$ cat src/rtl/spi_ram_pkg.sv
// Shared definitions for the SPI slave front end and the single-port RAM behind it:
// word widths, FSM state encoding and the command codes carried in rx_data[9:8].
package spi_ram_pkg;

   localparam int RX_W  = 10;
   localparam int TX_W  = 8;
   localparam int CNT_W = 4;

   typedef enum logic [2:0] {
      IDLE      = 3'd0,
      CHK_CMD   = 3'd1,
      WRITE     = 3'd2,
      READ_ADD  = 3'd3,
      READ_DATA = 3'd4
   } state_e;

   typedef enum logic [1:0] {
      CMD_WR_ADDR = 2'b00,
      CMD_WR_DATA = 2'b01,
      CMD_RD_ADDR = 2'b10,
      CMD_RD_DATA = 2'b11
   } cmd_e;

endpackage

$ cat src/rtl/spi_slave_if_if.sv
// Bundle of the serial pins and the parallel RAM-side handshake of the SPI slave.
interface spi_slave_if_if;
   import spi_ram_pkg::*;

   logic            SS_n;
   logic            MOSI;
   logic            MISO;
   logic [RX_W-1:0] rx_data;
   logic            rx_valid;
   logic [TX_W-1:0] tx_data;
   logic            tx_valid;

   modport slave (
      input  SS_n, MOSI, tx_data, tx_valid,
      output MISO, rx_data, rx_valid
   );

   modport master (
      output SS_n, MOSI, tx_data, tx_valid,
      input  MISO, rx_data, rx_valid
   );

endinterface

$ cat src/rtl/spi_slave_if.sv
// SPI slave: deserialises 10-bit command/data frames for the RAM and, on read-data
// frames, serialises the returned RAM byte onto MISO MSB first.
module spi_slave_if
   import spi_ram_pkg::*;
(
   input  logic          clk,
   input  logic          rst_n,
   spi_slave_if_if.slave bus
);

   localparam logic [CNT_W-1:0] RX_LAST = CNT_W'(RX_W - 1);
   localparam logic [CNT_W-1:0] TX_LAST = CNT_W'(TX_W - 1);

   state_e           state_q,        state_d;
   logic [CNT_W-1:0] cnt_q,          cnt_d;
   logic [RX_W-1:0]  rx_shift_q,     rx_shift_d;
   logic [RX_W-1:0]  rx_data_q,      rx_data_d;
   logic             rx_valid_q,     rx_valid_d;
   logic             rx_done_q,      rx_done_d;
   logic [TX_W-1:0]  tx_shift_q,     tx_shift_d;
   logic             tx_busy_q,      tx_busy_d;
   logic             tx_done_q,      tx_done_d;
   logic             rd_addr_seen_q, rd_addr_seen_d;
   logic [RX_W-1:0]  rx_word;

   assign rx_word = {rx_shift_q[RX_W-2:0], bus.MOSI};

   always_comb begin
      // NOTE: every signal gets its hold value first so no path through the case infers a latch.
      state_d        = state_q;
      cnt_d          = cnt_q;
      rx_shift_d     = rx_shift_q;
      rx_data_d      = rx_data_q;
      rx_valid_d     = 1'b0;
      rx_done_d      = rx_done_q;
      tx_shift_d     = tx_shift_q;
      tx_busy_d      = tx_busy_q;
      tx_done_d      = tx_done_q;
      rd_addr_seen_d = rd_addr_seen_q;

      if (bus.SS_n) begin
         // Deselect abandons any partial frame; rd_addr_seen only moves at completion points.
         state_d   = IDLE;
         cnt_d     = '0;
         rx_done_d = 1'b0;
         tx_busy_d = 1'b0;
         tx_done_d = 1'b0;
      end else begin
         unique case (state_q)
            IDLE: begin
               state_d   = CHK_CMD;
               cnt_d     = '0;
               rx_done_d = 1'b0;
               tx_busy_d = 1'b0;
               tx_done_d = 1'b0;
            end
            CHK_CMD: begin
               if (!bus.MOSI)          state_d = WRITE;
               else if (rd_addr_seen_q) state_d = READ_DATA;
               else                    state_d = READ_ADD;
            end
            WRITE, READ_ADD, READ_DATA: begin
               if (!rx_done_q) begin
                  rx_shift_d = rx_word;
                  if (cnt_q == RX_LAST) begin
                     rx_data_d  = rx_word;
                     rx_valid_d = 1'b1;
                     rx_done_d  = 1'b1;
                     cnt_d      = '0;
                     if (state_q == READ_ADD) rd_addr_seen_d = 1'b1;
                  end else begin
                     cnt_d = cnt_q + 1'b1;
                  end
               end else if (state_q == READ_DATA) begin
                  if (tx_busy_q) begin
                     if (cnt_q == TX_LAST) begin
                        tx_busy_d      = 1'b0;
                        tx_done_d      = 1'b1;
                        rd_addr_seen_d = 1'b0;
                     end else begin
                        cnt_d      = cnt_q + 1'b1;
                        tx_shift_d = {tx_shift_q[TX_W-2:0], 1'b0};
                     end
                  end else if (!tx_done_q && !rx_valid_q && bus.tx_valid) begin
                     // tx_valid during the rx_valid cycle still belongs to the previous RAM access.
                     tx_shift_d = bus.tx_data;
                     tx_busy_d  = 1'b1;
                     cnt_d      = '0;
                  end
               end
            end
            default: state_d = IDLE;
         endcase
      end
   end

   // NOTE: state registers use non-blocking assignments so all flops update together at the edge.
   always_ff @(posedge clk or negedge rst_n) begin
      if (!rst_n) begin
         state_q        <= IDLE;
         cnt_q          <= '0;
         rx_shift_q     <= '0;
         rx_data_q      <= '0;
         rx_valid_q     <= 1'b0;
         rx_done_q      <= 1'b0;
         tx_shift_q     <= '0;
         tx_busy_q      <= 1'b0;
         tx_done_q      <= 1'b0;
         rd_addr_seen_q <= 1'b0;
      end else begin
         state_q        <= state_d;
         cnt_q          <= cnt_d;
         rx_shift_q     <= rx_shift_d;
         rx_data_q      <= rx_data_d;
         rx_valid_q     <= rx_valid_d;
         rx_done_q      <= rx_done_d;
         tx_shift_q     <= tx_shift_d;
         tx_busy_q      <= tx_busy_d;
         tx_done_q      <= tx_done_d;
         rd_addr_seen_q <= rd_addr_seen_d;
      end
   end

   // MISO is a pure function of reset-cleared flops, so it drops to 0 as soon as rst_n falls.
   assign bus.MISO     = tx_busy_q & tx_shift_q[TX_W-1];
   assign bus.rx_data  = rx_data_q;
   assign bus.rx_valid = rx_valid_q;

endmodule

$ cat src/flat_wrapper.sv
// flat-port wrapper written by rule: the top's interface ports become plain ports
module spi_slave_if_flat import spi_ram_pkg::*;
  (clk, rst_n, bus_SS_n, bus_MOSI, bus_tx_data, bus_tx_valid, bus_MISO, bus_rx_data, bus_rx_valid);
  spi_slave_if_if bus_i ();
  input  logic clk;
  input  logic rst_n;
  input wire logic [$bits(bus_i.SS_n)-1:0] bus_SS_n;
  input wire logic [$bits(bus_i.MOSI)-1:0] bus_MOSI;
  input wire logic [$bits(bus_i.tx_data)-1:0] bus_tx_data;
  input wire logic [$bits(bus_i.tx_valid)-1:0] bus_tx_valid;
  output wire logic [$bits(bus_i.MISO)-1:0] bus_MISO;
  output wire logic [$bits(bus_i.rx_data)-1:0] bus_rx_data;
  output wire logic [$bits(bus_i.rx_valid)-1:0] bus_rx_valid;
  assign bus_i.SS_n = bus_SS_n;
  assign bus_i.MOSI = bus_MOSI;
  assign bus_i.tx_data = bus_tx_data;
  assign bus_i.tx_valid = bus_tx_valid;
  assign bus_MISO = bus_i.MISO;
  assign bus_rx_data = bus_i.rx_data;
  assign bus_rx_valid = bus_i.rx_valid;
  spi_slave_if u_core (.clk(clk), .rst_n(rst_n), .bus(bus_i));
endmodule
$ cat config.mk
export PLATFORM = sky130hd
export DESIGN_NAME = spi_slave_if_flat
export DESIGN_NICKNAME = d
export VERILOG_FILES = /design/src/rtl/spi_ram_pkg.sv /design/src/rtl/spi_slave_if_if.sv /design/src/rtl/spi_slave_if.sv /design/src/flat_wrapper.sv
export SDC_FILE = /design/constraint.sdc
export NUM_CORES = 1
export LEC_CHECK = 0
export BUFFER_PORTS_ARGS = -buffer_cell sky130_fd_sc_hd__buf_2
export CORE_ASPECT_RATIO = 1.1
export CORE_MARGIN = 2
export CORE_UTILIZATION = 53
export CTS_BUF_LIST = sky130_fd_sc_hd__clkbuf_8
export DETAILED_ROUTE_END_ITERATION = 8
export GPL_ROUTABILITY_DRIVEN = 0
export MAX_ROUTING_LAYER = met4
export PLACE_DENSITY = 0.86
export REMOVE_ABC_BUFFERS = 1
export SETUP_SLACK_MARGIN = 0.1
export SYNTH_ARGS = -nofsm -noshare
export SYNTH_HDL_FRONTEND = slang
export SYNTH_SLANG_ARGS = --single-unit
$ cat constraint.sdc
create_clock -name clk -period 2 [get_ports clk]
set_clock_uncertainty 0.1 [all_clocks]
set_input_delay 0.4 -clock clk [delete_from_list [all_inputs] [get_ports clk]]
set_output_delay 0.4 -clock clk [all_outputs]
set_load 0.02 [all_outputs]
## Yosys cells after proc, flatten, opt, wreduce, memory -nomap -nowiden

Index checks and enable logic that the tools add are counted.

- Flip-flop bits (word level): 39
- Output and inout bits: 12

- $add $sub $neg: 1
- Equal/unequal tests: 18
- Muxes and demuxes: 41
- Bitwise gates (word level): 3
- Reductions and logical operators: 17

Operator list:

| kind | number |
|---|---|
| $mux 4 | 7 |
| $mux 8 | 3 |
| $mux 1 | 23 |
| $ne 3x2->1 const B | 4 |
| $ne 2x2->1 const B | 5 |
| $ne 5x5->1 const B | 2 |
| $mux 3 | 3 |
| $pmux 3 s3 | 1 |
| $pmux 4 s2 | 1 |
| $reduce_and 4->1 | 2 |
| $reduce_and 7->1 | 1 |
| $eq 3x2->1 const B | 2 |
| $pmux 1 s2 | 3 |
| $reduce_and 3->1 | 2 |
| $reduce_and 6->1 | 1 |
| $reduce_bool 2->1 | 3 |
| $reduce_and 5->1 | 1 |
| $add 4x1->4 const B | 1 |
| $eq 4x3->1 const B | 1 |
| $eq 4x4->1 const B | 1 |
| $ne 4x4->1 const B | 1 |
| $eq 3x1->1 const B | 1 |
| $eq 3x3->1 const B | 1 |
| $logic_not 3->1 | 1 |
| other kinds (6) | 9 |

## Longest topological paths before layout

Gate-level depths: netlist of the first run.

- Word-level depth: 9
- Mapped depth: 6
- Mapped depth without buffers: 6

## Worst setup path after synthesis of the first run

OpenSTA, ideal clock, no wires.

- Kind: register to register
- Start: register u_core.state_q[1]
- End: register u_core.rx_data_q[0], in the netlist u_core.bus.rx_data[0]
- Data arrival time: 1.697 ns
- Required time: 1.775 ns
- Setup slack: 0.078 ns
- Stages on the path, launching flop included: 7
- Clock period less this slack: 1.922 ns
- Cells stage by stage: dfrtp_1 buf_4 and2b_2 o211ai_4 or2_4 buf_6 mux2_4

- Word-level cells in the longest chain between the ends: 3
- Elaborated cells between the ends (all ways): 5
- Those cells by class: eq/ne: 3; reduce/logical: 2

Ends and longest elaborated chain:

| item | RTL line | text |
|---|---|---|
| start: declaration | spi_slave_if.sv:14 | `state_e state_q, state_d;` |
| start signal: assignment | spi_slave_if.sv:111 | `state_q <= state_d;` |
| $eq 3x2->1 or $eq 3x3->1 (tied branches) | spi_slave_if.sv:49 | `unique case (state_q)` |
| $reduce_or 3->1 (*) | spi_slave_if.sv:49 |  |
| $reduce_and 4->1 (no source line) (*) | n/a |  |
| end signal: assignment | spi_slave_if.sv:114 | `rx_data_q <= rx_data_d;` |
| end: declaration | spi_slave_if.sv:17 | `logic [RX_W-1:0] rx_data_q, rx_data_d;` |

Mark *: on every way between the ends. The rest lies on a longest branch, timed or not.
A chain may end at the register's enable or synchronous reset.

## Final worst setup path of the first run

- Start: register u_core.cnt_q[1]
- End: register u_core.cnt_q[3]

- Word-level cells in the longest chain between the ends: 7
- Elaborated cells between the ends (all ways): 12
- Those cells by class: add/sub: 1; eq/ne: 3; mux: 7; reduce/logical: 1

Ends and longest elaborated chain:

| item | RTL line | text |
|---|---|---|
| start: declaration | spi_slave_if.sv:15 | `logic [CNT_W-1:0] cnt_q, cnt_d;` |
| start signal: assignment | spi_slave_if.sv:112 | `cnt_q <= cnt_d;` |
| $add 4x1->4 | spi_slave_if.sv:72, spi_slave_if.sv:81 |  |
| $mux 4 | spi_slave_if.sv:76 | `if (cnt_q == TX_LAST) begin` |
| $mux 4 | spi_slave_if.sv:75 | `if (tx_busy_q) begin` |
| $mux 4 | spi_slave_if.sv:74 | `end else if (state_q == READ_DATA) begin` |
| $mux 4 | spi_slave_if.sv:63 | `if (!rx_done_q) begin` |
| $pmux 4 s2 | spi_slave_if.sv:49 |  |
| $mux 4 | spi_slave_if.sv:41 | `if (bus.SS_n) begin` |

Several ways; a longest one is shown, not always the timed one. The select of a mux whose other input is x is not followed.

==> metrics.csv, run 1 <==
metric,value,unit
period_needed,1870,ps
finalHoldViolCount,0,
rr_endpoint,u_core.cnt_q[3],
clkTransAtPathRegs,70,ps
crit_fanout,6,
diodes,0,
vias_per_cell,5.70,
grt_max_degree,36,
relSlewSlack,65.5,%
synthTopCellsByArea,"dfrtp_1 (52%), mux2_4 (7.2%), mux2_2 (6.6%)",
maxSlewViolCount,0,
synth_edf_count,0,
insertion_delay,300,ps
dp_hpwl,2530,um
seq_area_frac_synth,51.9,%
critPathMaxStageDelay,480,ps
synth_cell_types,42,
nFillCells,239,
syn_inst,154,
io_pins,25,
fmax,535,MHz
power,1.84,mW
crit_end,u_core.cnt_q[3],
ff2ff_path_depth,6,
ys_ff_latch,39,
avgSynthCellArea,12.2,sq um
synthToLayoutAreaGrowth,24.6,%
overflow,0,
fin_nets,209,
grt_pass1_vias,1332,
row_count,22,
htree_levels,2,
cts_tree,yes,
placed_cell_area,0.00207,sq mm
holdWs,281,ps
synthFlopType,dfrtp_1,
start_util,56.0,%
ant_nets,0,
final-seq-area,978,sq um
crit_type,reg -> reg,
drc,0,
detail_route.wl_per_cell,16.2,um
worstSetupStartpoint,u_core.cnt_q[1],
stdcell_count,243,
cts_made_buffers,5,
tightest_slew,505,ps
maxCapViolCount,0,
dp.cells,225,
grt_pass1_wl,6180,um
endpoint_kind,register,
cts_num_sinks,39,
synth_area,0.00188,sq mm
hp-class,in -> reg,
wirelength,3930,um
final_area,0.00234,sq mm
clockBufferDepth,2,
start_kind,register,
final_common_cell,dfrtp_1,
final_cell_mix,"dfrtp_1 (37), buf_2 (24), buf_4 (14)",
period_share,93.4,%
portBuffers,24,
synth_async_sr_flop_share,100,%
p_per_area,786,mW/mm^2
crit_slowest_cell,or4bb_4,
finalSetupViolations,0,
cp_data_arrival_time,1940,ps
fin_tns_setup,0,ps
synth_top_area_share,51.9,%
outcome,"finished, final reports clean",
crit_required,2080,ps
drt_pass1_iterations,4,
vias,1386,
die_area,0.00404,sq mm
synth_area_leader_cell,dfrtp_1,
die_y,66.5,um
rsz0062_at_grt,yes,
p_leak,1.12,nW
drt_iter0_markers,87,
layout-drive-gt1-share,42.6,%
dieWidth,60.8,um
grt.total_usage,21.2,%
ff2ff_setup_slack,130,ps
core,0.00336,sq mm
rr_startpoint,u_core.cnt_q[1],
cts_root_buf,clkbuf_8,
antenna_found_initial,0,
path_cells,inv_1 > ha_2 > or4bb_4 > o2111ai_4 > a2111oi_4 > a211o_1,
synth_warnings,0,
vdd_drop_max,0.000507,V
multiInputGateArea,910,sq um
-- flip-flops by register name (all words and copies together), names as in the netlist --
name                   count
u_core.bus.rx_valid        1
u_core.tx_busy_q           1
u_core.rd_addr_seen_q      1
u_core.bus.rx_data        10
u_core.rx_done_q           1
u_core.cnt_q               4
u_core.state_q             3
u_core.tx_shift_q          8
u_core.rx_shift_q          9
u_core.tx_done_q           1
-- area by class of cell --
cell class / count / area share, %
clock buffer: 5 / 2.93
timing repair buffer: 40 / 10.9
sequential: 39 / 41.7
tap: 48 / 2.56
clock inverter: 3 / 1.97
multi-input combinational: 101 / 38.8
inverter: 7 / 1.12
-- cell usage after synthesis, types with 2 or more instances --
| library cell | number |
|---|---|
| buf_6 | 3 |
| a211o_1 | 2 |
| nand2_1 | 12 |
| a211oi_1 | 3 |
| mux2_2 | 11 |
| mux2_4 | 9 |
| a21oi_1 | 2 |
| nor2_1 | 3 |
| nand2b_1 | 3 |
| clkbuf_1 | 3 |
| inv_1 | 7 |
| o21ai_0 | 12 |
| o2111ai_1 | 2 |
| dfrtp_1 | 39 |
| a2111oi_0 | 3 |
| nor2b_1 | 2 |
| nor3b_1 | 2 |
| ha_1 | 2 |
| mux2i_1 | 8 |
| nor3_1 | 4 |
-- cell families after synthesis --
kind of cell,count (synthesis),share of synthesized area [%]
flops,39,51.9
compound gates,34,13.1
simple gates,36,11.3
mux,28,18.0
fa+ha+maj,2,1.33
buf+inv,15,4.39
-- layer usage --
metal | GRT usage, % | vias up | part of all wire [%]
li1 | - | 644 | -
met1 | 24.0 | 692 | 42
met2 | 36.3 | 40 | 51
met3 | 5.44 | 10 | 4.6
met4 | 6.79 | 0 | 2.2
met5 | - | - | 0
-- worst min-delay path by stage --
stage / depth (start not counted) / end / start / slack [ps]
floorplan: 0 / u_core.bus.rx_data[0] / rst_n / 4
global placement: 1 / u_core.rx_shift_q[1] / rst_n / 120
detailed placement: 1 / u_core.bus.rx_data[1] / rst_n / 130
CTS: 3 / u_core.tx_shift_q[0] / bus_tx_data[0] / 270
global route: 3 / u_core.tx_shift_q[0] / bus_tx_data[0] / 270
finish: 3 / u_core.tx_shift_q[0] / bus_tx_data[0] / 280
-- report_power, final --
part / internal [mW] / total (mW) / switching, mW
Sequential: 0.866 / 0.936 / 0.0694
Combinational: 0.132 / 0.245 / 0.113
Clock: 0.376 / 0.663 / 0.288
-- worst max-delay path, delay by kind of cell (launching register included) --
kind	cells	cell delay (ps)
flops	1	410
fa+ha+maj	1	160
buf+inv	1	70
compound gates	3	530
simple gates	1	480
-- per-stage QoR --
stage | util, % | setup WS, ps
after floorplan | - | 120
after global placement | 61.7 | 115
after detailed placement | 61.7 | -7.30
after CTS | 66.1 | 69.0
after global routing | 69.8 | 66.7
final | 69.8 | 132
-- timing repair --
item	4_1_cts	5_1_grt
setup endpoints to repair	7	13
pin swaps	0	6
hold buffers	1	0
gates cloned	0	1
hold endpoints to repair	4	0
buffers inserted	2	6
gates resized for setup	2	15
Note: power is estimated with default switching activity, not from simulation.
==> run 2: changes to the inputs <==
--- a/config.mk
+++ b/config.mk
@@ -5,6 +5,7 @@
 export SDC_FILE = /design/constraint.sdc
 export NUM_CORES = 1
 export LEC_CHECK = 0
+export ABC_AREA = 1
 export BUFFER_PORTS_ARGS = -buffer_cell sky130_fd_sc_hd__buf_2
 export CORE_ASPECT_RATIO = 1.1
 export CORE_MARGIN = 2
==> metrics.csv, run 2 <==
metric,value,unit,change
outcome,"finished, final reports clean",,unchanged
final_common_cell,nand2_1,,was dfrtp_1
synthToLayoutAreaGrowth,12.6,%,was 24.6%
period_needed,1710,ps,was 1870 ps
fin_nets,267,,was 209
cp_data_arrival_time,1800,ps,was 1940 ps
path_cells,nor2_2 > nand2_4 > nand2_4 > nand2_4 > nor2_8 > nand2_4 > nand2_1 > o21ai_2,,was inv_1 > ha_2 > or4bb_4 > o2111ai_4 > a2111oi_4 > a211o_1
crit_slowest_cell,dfrtp_1,,was or4bb_4
finalSetupViolations,0,,unchanged
row_count,23,,was 22
cp_num_buf_inv,0,,was 1
synth_most_common_cell,nand2_1,,was dfrtp_1
synth_cell_types,27,,was 42
synthTopCellsByArea,"dfrtp_1 (50%), nand2_1 (13%), o21ai_0 (5.2%)",,"was dfrtp_1 (52%), mux2_4 (7.2%), mux2_2 (6.6%)"
io_pins,25,,unchanged
placed_cell_area,0.00208,sq mm,was 0.00207 sq mm
clockBufferDepth,2,,unchanged
die_area,0.00415,sq mm,was 0.00404 sq mm
synth_edf_count,0,,unchanged
grt_max_degree,21,,was 36
yosys.area_share.simple,24.3,%,was 11.3%
tightest_slew,412,ps,was 505 ps
dieWidth,61.6,um,was 60.8 um
syn_inst,223,,was 154
synth_top_area_share,50.5,%,was 51.9%
synthAdderAreaFrac,1.29,%,was 1.33%
synth_commonest_cells,"nand2_1 (65), dfrtp_1 (39), inv_1 (26)",,"was dfrtp_1 (39), nand2_1 (12), o21ai_0 (12)"
fin_tns_setup,0,ps,unchanged
grt.total_usage,19.9,%,was 21.2%
seq_area_frac_synth,50.5,%,was 51.9%
core,0.00357,sq mm,was 0.00336 sq mm
diodes,0,,unchanged
cp_common_cell,nand2_4,,
endpoint_kind,register,,unchanged
portBuffers,24,,unchanged
detail_route.wl_per_cell,11.0,um,was 16.2 um
fmax,583,MHz,was 535 MHz
ant_nets,0,,unchanged
finalHoldViolCount,0,,unchanged
overflow,0,,unchanged
hp-class,in -> reg,,unchanged
nFillCells,331,,was 239
crit_fanout,20,,was 6
synth_area_leader_cell,dfrtp_1,,unchanged
final_area,0.00218,sq mm,was 0.00234 sq mm
period_share,85.7,%,was 93.4%
cts_made_buffers,5,,unchanged
htree_levels,2,,unchanged
largest_register_ffs,10,,unchanged
synthFlopType,dfrtp_1,,unchanged
synth_area,0.00193,sq mm,was 0.00188 sq mm
crit_family,simple AND/OR/NAND/NOR gates,,was compound AO/OA/AOI/OAI gates
cts_setup_buffers,0,,was 2
clkTransAtPathRegs,70,ps,about the same
relSlewSlack,72.2,%,was 65.5%
vias_per_cell,4.84,,was 5.70
vias,1468,,"was 1,386"
final_cell_mix,"nand2_1 (65), dfrtp_1 (39), inv_1 (27)",,"was dfrtp_1 (37), buf_2 (24), buf_4 (14)"
synth_top_family_by_area,simple AND/OR/NAND/NOR gates,,was multiplexers
p_leak,1.15,nW,was 1.12 nW
cts_num_sinks,39,,unchanged
ys_ff_latch,39,,unchanged
die_y,67.4,um,was 66.5 um
vdd_drop_max,0.000552,V,was 0.000507 V
cts_root_buf,clkbuf_8,,unchanged
synthMuxAreaShare,0,%,was 18.0%
synth_async_sr_flop_share,100,%,unchanged
rsz0062_at_grt,no,,was yes
antenna_found_initial,0,,unchanged
synth_compound_area_share,14.9,%,was 13.1%
start_kind,register,,unchanged
start_util,54.2,%,was 56.0%
cts_tree,yes,,unchanged
drc,0,,unchanged
grt_pass1_wl,5820,um,was 6180 um
yosys.area_share.xor_xnor,0.906,%,was 0%
wirelength,3340,um,was 3930 um
drt_iter0_markers,82,,was 87
avgSynthCellArea,8.67,sq um,was 12.2 sq um
grt_pass1_vias,1376,,"was 1,332"
crit_type,reg -> reg,,unchanged
maxSlewViolCount,0,,unchanged
insertion_delay,290,ps,was 300 ps
maxCapViolCount,0,,unchanged
synth_warnings,0,,unchanged
crit_required,2080,ps,about the same
dp_hpwl,2490,um,was 2530 um
critPathMaxStageDelay,430,ps,was 480 ps
layout-drive-gt1-share,22.5,%,was 42.6%
drt_pass1_iterations,4,,unchanged
p_per_area,754,mW/mm^2,was 786 mW/mm^2
## run 2: changes by cell type in the layout (fill, tap and decap cells not counted), moves of 8 or more
cell | before | now
buf_4 | 14 | 2
mux2i_1 | 8 | 0
nor2_1 | 2 | 16
mux2_2 | 11 | 0
inv_1 | 7 | 27
nand2_1 | 12 | 65
o21ai_2 | 0 | 11
mux2_4 | 9 | 0
o21ai_0 | 12 | 20
## run 2: metal layers
layer | global-route usage (%) | vias up | wire (um)
met4 | 8.78 | 0 | 72
met1 | 25.3 | 675 | 1570
met3 | 5.75 | 7 | 142
li1 | - | 761 | -
met2 | 29.3 | 25 | 1560
met5 | - | - | 0
## run 2: through the flow
| step | hold slack, ps | utilization (%) | setup slack [ps] | total power, mW | instances |
|---|---|---|---|---|---|
| 6_report | 245 | 61.0 | 286 | 1.64 | 303 |
| 5_1_grt | 249 | 61.0 | 115 | 1.74 | 303 |
| 4_1_cts | 237 | 61.0 | 268 | 1.67 | 303 |
| 3_5_place_dp | 260 | 58.4 | 278 | 1.15 | 294 |
| 3_3_place_gp | 259 | 58.4 | 302 | 1.14 | 294 |
| 2_1_floorplan | 4.41 | - | 468 | 1.07 | 218 |
## run 2: worst paths after layout
path                                       startpoint               endpoint  slack [ps]  depth (start not counted)
worst max-delay path                u_core.state_q[1]  u_core.bus.rx_data[7]         290                          8
worst min-delay path                         bus_SS_n      u_core.state_q[1]         240                          2
worst max register to register      u_core.state_q[1]  u_core.bus.rx_data[7]         290                          8
worst min register to register  u_core.bus.rx_data[6]  u_core.bus.rx_data[6]         380                          2
max in group asynchronous                       rst_n  u_core.bus.rx_data[0]         830                          3
min in group asynchronous                       rst_n      u_core.state_q[2]         470                          2
## run 2: kinds of logic after synthesis
kind of cell,count (synthesis)
xor gates and xnor gates,2
adders and majority gates,2
and+or+nand+nor,101
DFF,39
buffers and inverters,33
AOI/OAI and AO/OA,46
## run 2: cell type report
type	instances	area (sq um)	share of cell area (%)
flip-flops and latches	39	976	44.8
clock buffers	5	68.8	3.16
repair buffers	27	145	6.66
well taps	50	62.6	2.87
multi-input cells	151	802	36.8
inverters	28	108	4.94
clock inverters	3	16.3	0.747
## run 2: what timing repair did
| item | in CTS | in global routing |
|---|---|---|
| resized for setup | 0 | 0 |
| endpoints found under the hold margin | 17 | 0 |
| hold buffers | 1 | 0 |
## run 2: power breakdown
| group | leakage, nW | internal (mW) | switching, mW | total, mW |
|---|---|---|---|---|
| combinational | 0.615 | 0.0695 | 0.146 | 0.216 |
| sequential | 0.490 | 0.872 | 0.0450 | 0.917 |
| clock | 0.0453 | 0.238 | 0.272 | 0.510 |
==> run 3: changes to the inputs <==
--- a/config.mk
+++ b/config.mk
@@ -9,12 +9,12 @@
 export BUFFER_PORTS_ARGS = -buffer_cell sky130_fd_sc_hd__buf_2
 export CORE_ASPECT_RATIO = 1.1
 export CORE_MARGIN = 2
-export CORE_UTILIZATION = 53
+export CORE_UTILIZATION = 50
 export CTS_BUF_LIST = sky130_fd_sc_hd__clkbuf_8
 export DETAILED_ROUTE_END_ITERATION = 8
 export GPL_ROUTABILITY_DRIVEN = 0
 export MAX_ROUTING_LAYER = met4
-export PLACE_DENSITY = 0.86
+export PLACE_DENSITY = 0.82
 export REMOVE_ABC_BUFFERS = 1
 export SETUP_SLACK_MARGIN = 0.1
 export SYNTH_ARGS = -nofsm -noshare
==> metrics.csv, run 3 (same netlist as run 2, synthesis figures left out) <==
metric,value,unit,change
outcome,"finished, final reports clean",,unchanged
drt_iter0_markers,89,,was 82
p_per_area,782,mW/mm^2,was 754 mW/mm^2
crit_slowest_cell,dfrtp_1,,unchanged
holdPathStages,2,,unchanged
start_kind,register,,unchanged
layout-drive-gt1-share,23.0,%,was 22.5%
final_area,0.00220,sq mm,was 0.00218 sq mm
cts_tree,yes,,unchanged
maxSlewViolCount,0,,unchanged
drc,0,,unchanged
period_share,87.9,%,was 85.7%
portBuffers,24,,unchanged
placed_cell_area,0.00209,sq mm,was 0.00208 sq mm
dp_hpwl,2600,um,was 2490 um
endpoint_kind,register,,unchanged
cp_data_arrival_time,1850,ps,was 1800 ps
finalHoldViolCount,0,,unchanged
largest_register_ffs,10,,unchanged
ff2ff_setup_slack,240,ps,was 290 ps
relSlewSlack,70.7,%,was 72.2%
cts_setup_buffers,0,,unchanged
fmax,569,MHz,was 583 MHz
clkPwrFrac,34.2,%,was 31.1%
core,0.00368,sq mm,was 0.00357 sq mm
p_int,1.26,mW,was 1.18 mW
fin_tns_setup,0,ps,unchanged
tightest_slew,435,ps,was 412 ps
path_cells,inv_1 > ha_1 > nand2_1 > nor2_1 > a21boi_0 > nor2_1 > nand2_1 > nand2_1 > nand2_1,,was nor2_2 > nand2_4 > nand2_4 > nand2_4 > nor2_8 > nand2_4 > nand2_1 > o21ai_2
rr_endpoint,u_core.rd_addr_seen_q,,was u_core.bus.rx_data[7]
insertion_delay,300,ps,was 290 ps
grt_pass1_vias,1475,,"was 1,376"
finalSetupViolations,0,,unchanged
vias,1506,,"was 1,468"
grt_max_degree,23,,was 21
clockBufferDepth,2,,unchanged
htree_levels,2,,unchanged
diodes,0,,unchanged
vias_per_cell,4.99,,was 4.84
vdd_drop_max,0.000520,V,was 0.000552 V
crit_family,simple AND/OR/NAND/NOR gates,,unchanged
start_util,52.5,%,was 54.2%
p_seq_share,53.1,%,was 55.8%
rsz0062_at_grt,no,,unchanged
clkTransAtPathRegs,70,ps,about the same
drt_pass1_iterations,4,,unchanged
maxCapViolCount,0,,unchanged
cts_num_sinks,39,,unchanged
wirelength,3690,um,was 3340 um
period_needed,1760,ps,was 1710 ps
antenna_found_initial,0,,unchanged
ff2ff_path_depth,9,,was 8
whs_endpoint,u_core.state_q[1],,unchanged
die_y,69.2,um,was 67.4 um
final_common_cell,nand2_1,,unchanged
grt.total_usage,19.5,%,was 19.9%
fin_nets,266,,was 267
row_count,23,,unchanged
cts_made_buffers,5,,unchanged
ant_nets,0,,unchanged
synthToLayoutAreaGrowth,14.0,%,was 12.6%
grt_pass1_wl,6470,um,was 5820 um
critPathMaxStageDelay,420,ps,was 430 ps
hp-class,in -> reg,,unchanged
p_sw_share,27.1,%,was 28.2%
cp_num_buf_inv,1,,was 0
die_area,0.00438,sq mm,was 0.00415 sq mm
crit_required,2090,ps,was 2080 ps
detail_route.wl_per_cell,12.2,um,was 11.0 um
crit_fanout,4,,was 20
crit_type,reg -> reg,,unchanged
worstHoldStart,bus_SS_n,,unchanged
combPwrFrac,12.6,%,was 13.1%
cts_root_buf,clkbuf_8,,unchanged
cp_common_cell,nand2_1,,was nand2_4
final_cell_mix,"nand2_1 (65), dfrtp_1 (39), inv_1 (26)",,"was nand2_1 (65), dfrtp_1 (39), inv_1 (27)"
p_leak,1.15,nW,about the same
io_pins,25,,unchanged
dieWidth,63.3,um,was 61.6 um
rr_startpoint,u_core.cnt_q[1],,was u_core.state_q[1]
net-switching-power,0.467,mW,was 0.463 mW
overflow,0,,unchanged
==> run 3: per-layer routing <==
layer | GRT usage, % | share of wire [%] | vias up
met3 | 5.03 | 4.6 | 7
met1 | 23.2 | 45 | 707
met2 | 31.2 | 48 | 34
met4 | 8.45 | 2.0 | 0
li1 | - | - | 758
met5 | - | 0 | -
==> run 3: area by class of cell <==
type	count	area, sq um
Sequential cell	39	976
Fill cell	342	1480
Timing Repair Buffer	26	150
Tap cell	50	62.6
Clock buffer	7	96.3
Clock inverter	1	7.51
Inverter	28	108
Multi-Input combinational cell	151	805
==> run 3: worst max path at each step <==
stage                      start                    end  slack [ps]  cells past startpoint
2_1_floorplan  u_core.state_q[1]  u_core.bus.rx_data[0]         470                      8
6_report         u_core.cnt_q[1]  u_core.rd_addr_seen_q         240                      9
3_3_place_gp   u_core.state_q[1]  u_core.bus.rx_data[7]         280                      8
4_1_cts        u_core.state_q[2]  u_core.bus.rx_data[4]         240                      8
3_5_place_dp   u_core.state_q[2]  u_core.bus.rx_data[4]         250                      8
5_1_grt        u_core.state_q[1]  u_core.bus.rx_data[7]         120                      8
==> run 3: per-stage QoR <==
stage	utilization [%]	setup WS, ps	hold slack, ps	power [mW]	instances
floorplan	-	468	4.41	1.07	218
global placement	56.7	280	264	1.14	293
detailed placement	56.7	245	273	1.15	293
CTS	59.8	241	236	1.73	302
global route	59.9	116	260	1.80	302
finish	59.9	242	243	1.72	302
==> run 3: power groups by stage <==
stage / Sequential [mW] / Combinational [mW] / Clock, mW
2_1_floorplan: 0.921 / 0.152 / 0
3_3_place_gp: 0.929 / 0.211 / 0
3_5_place_dp: 0.931 / 0.220 / 0
4_1_cts: 0.917 / 0.221 / 0.595
5_1_grt: 0.928 / 0.252 / 0.624
6_report: 0.915 / 0.218 / 0.590
==> run 3: what timing repair did <==
item | in CTS | in global routing
endpoints found under the setup margin | 0 | 3
hold endpoints to repair | 17 | 0
hold buffers | 1 | 0
resized for setup | 0 | 1
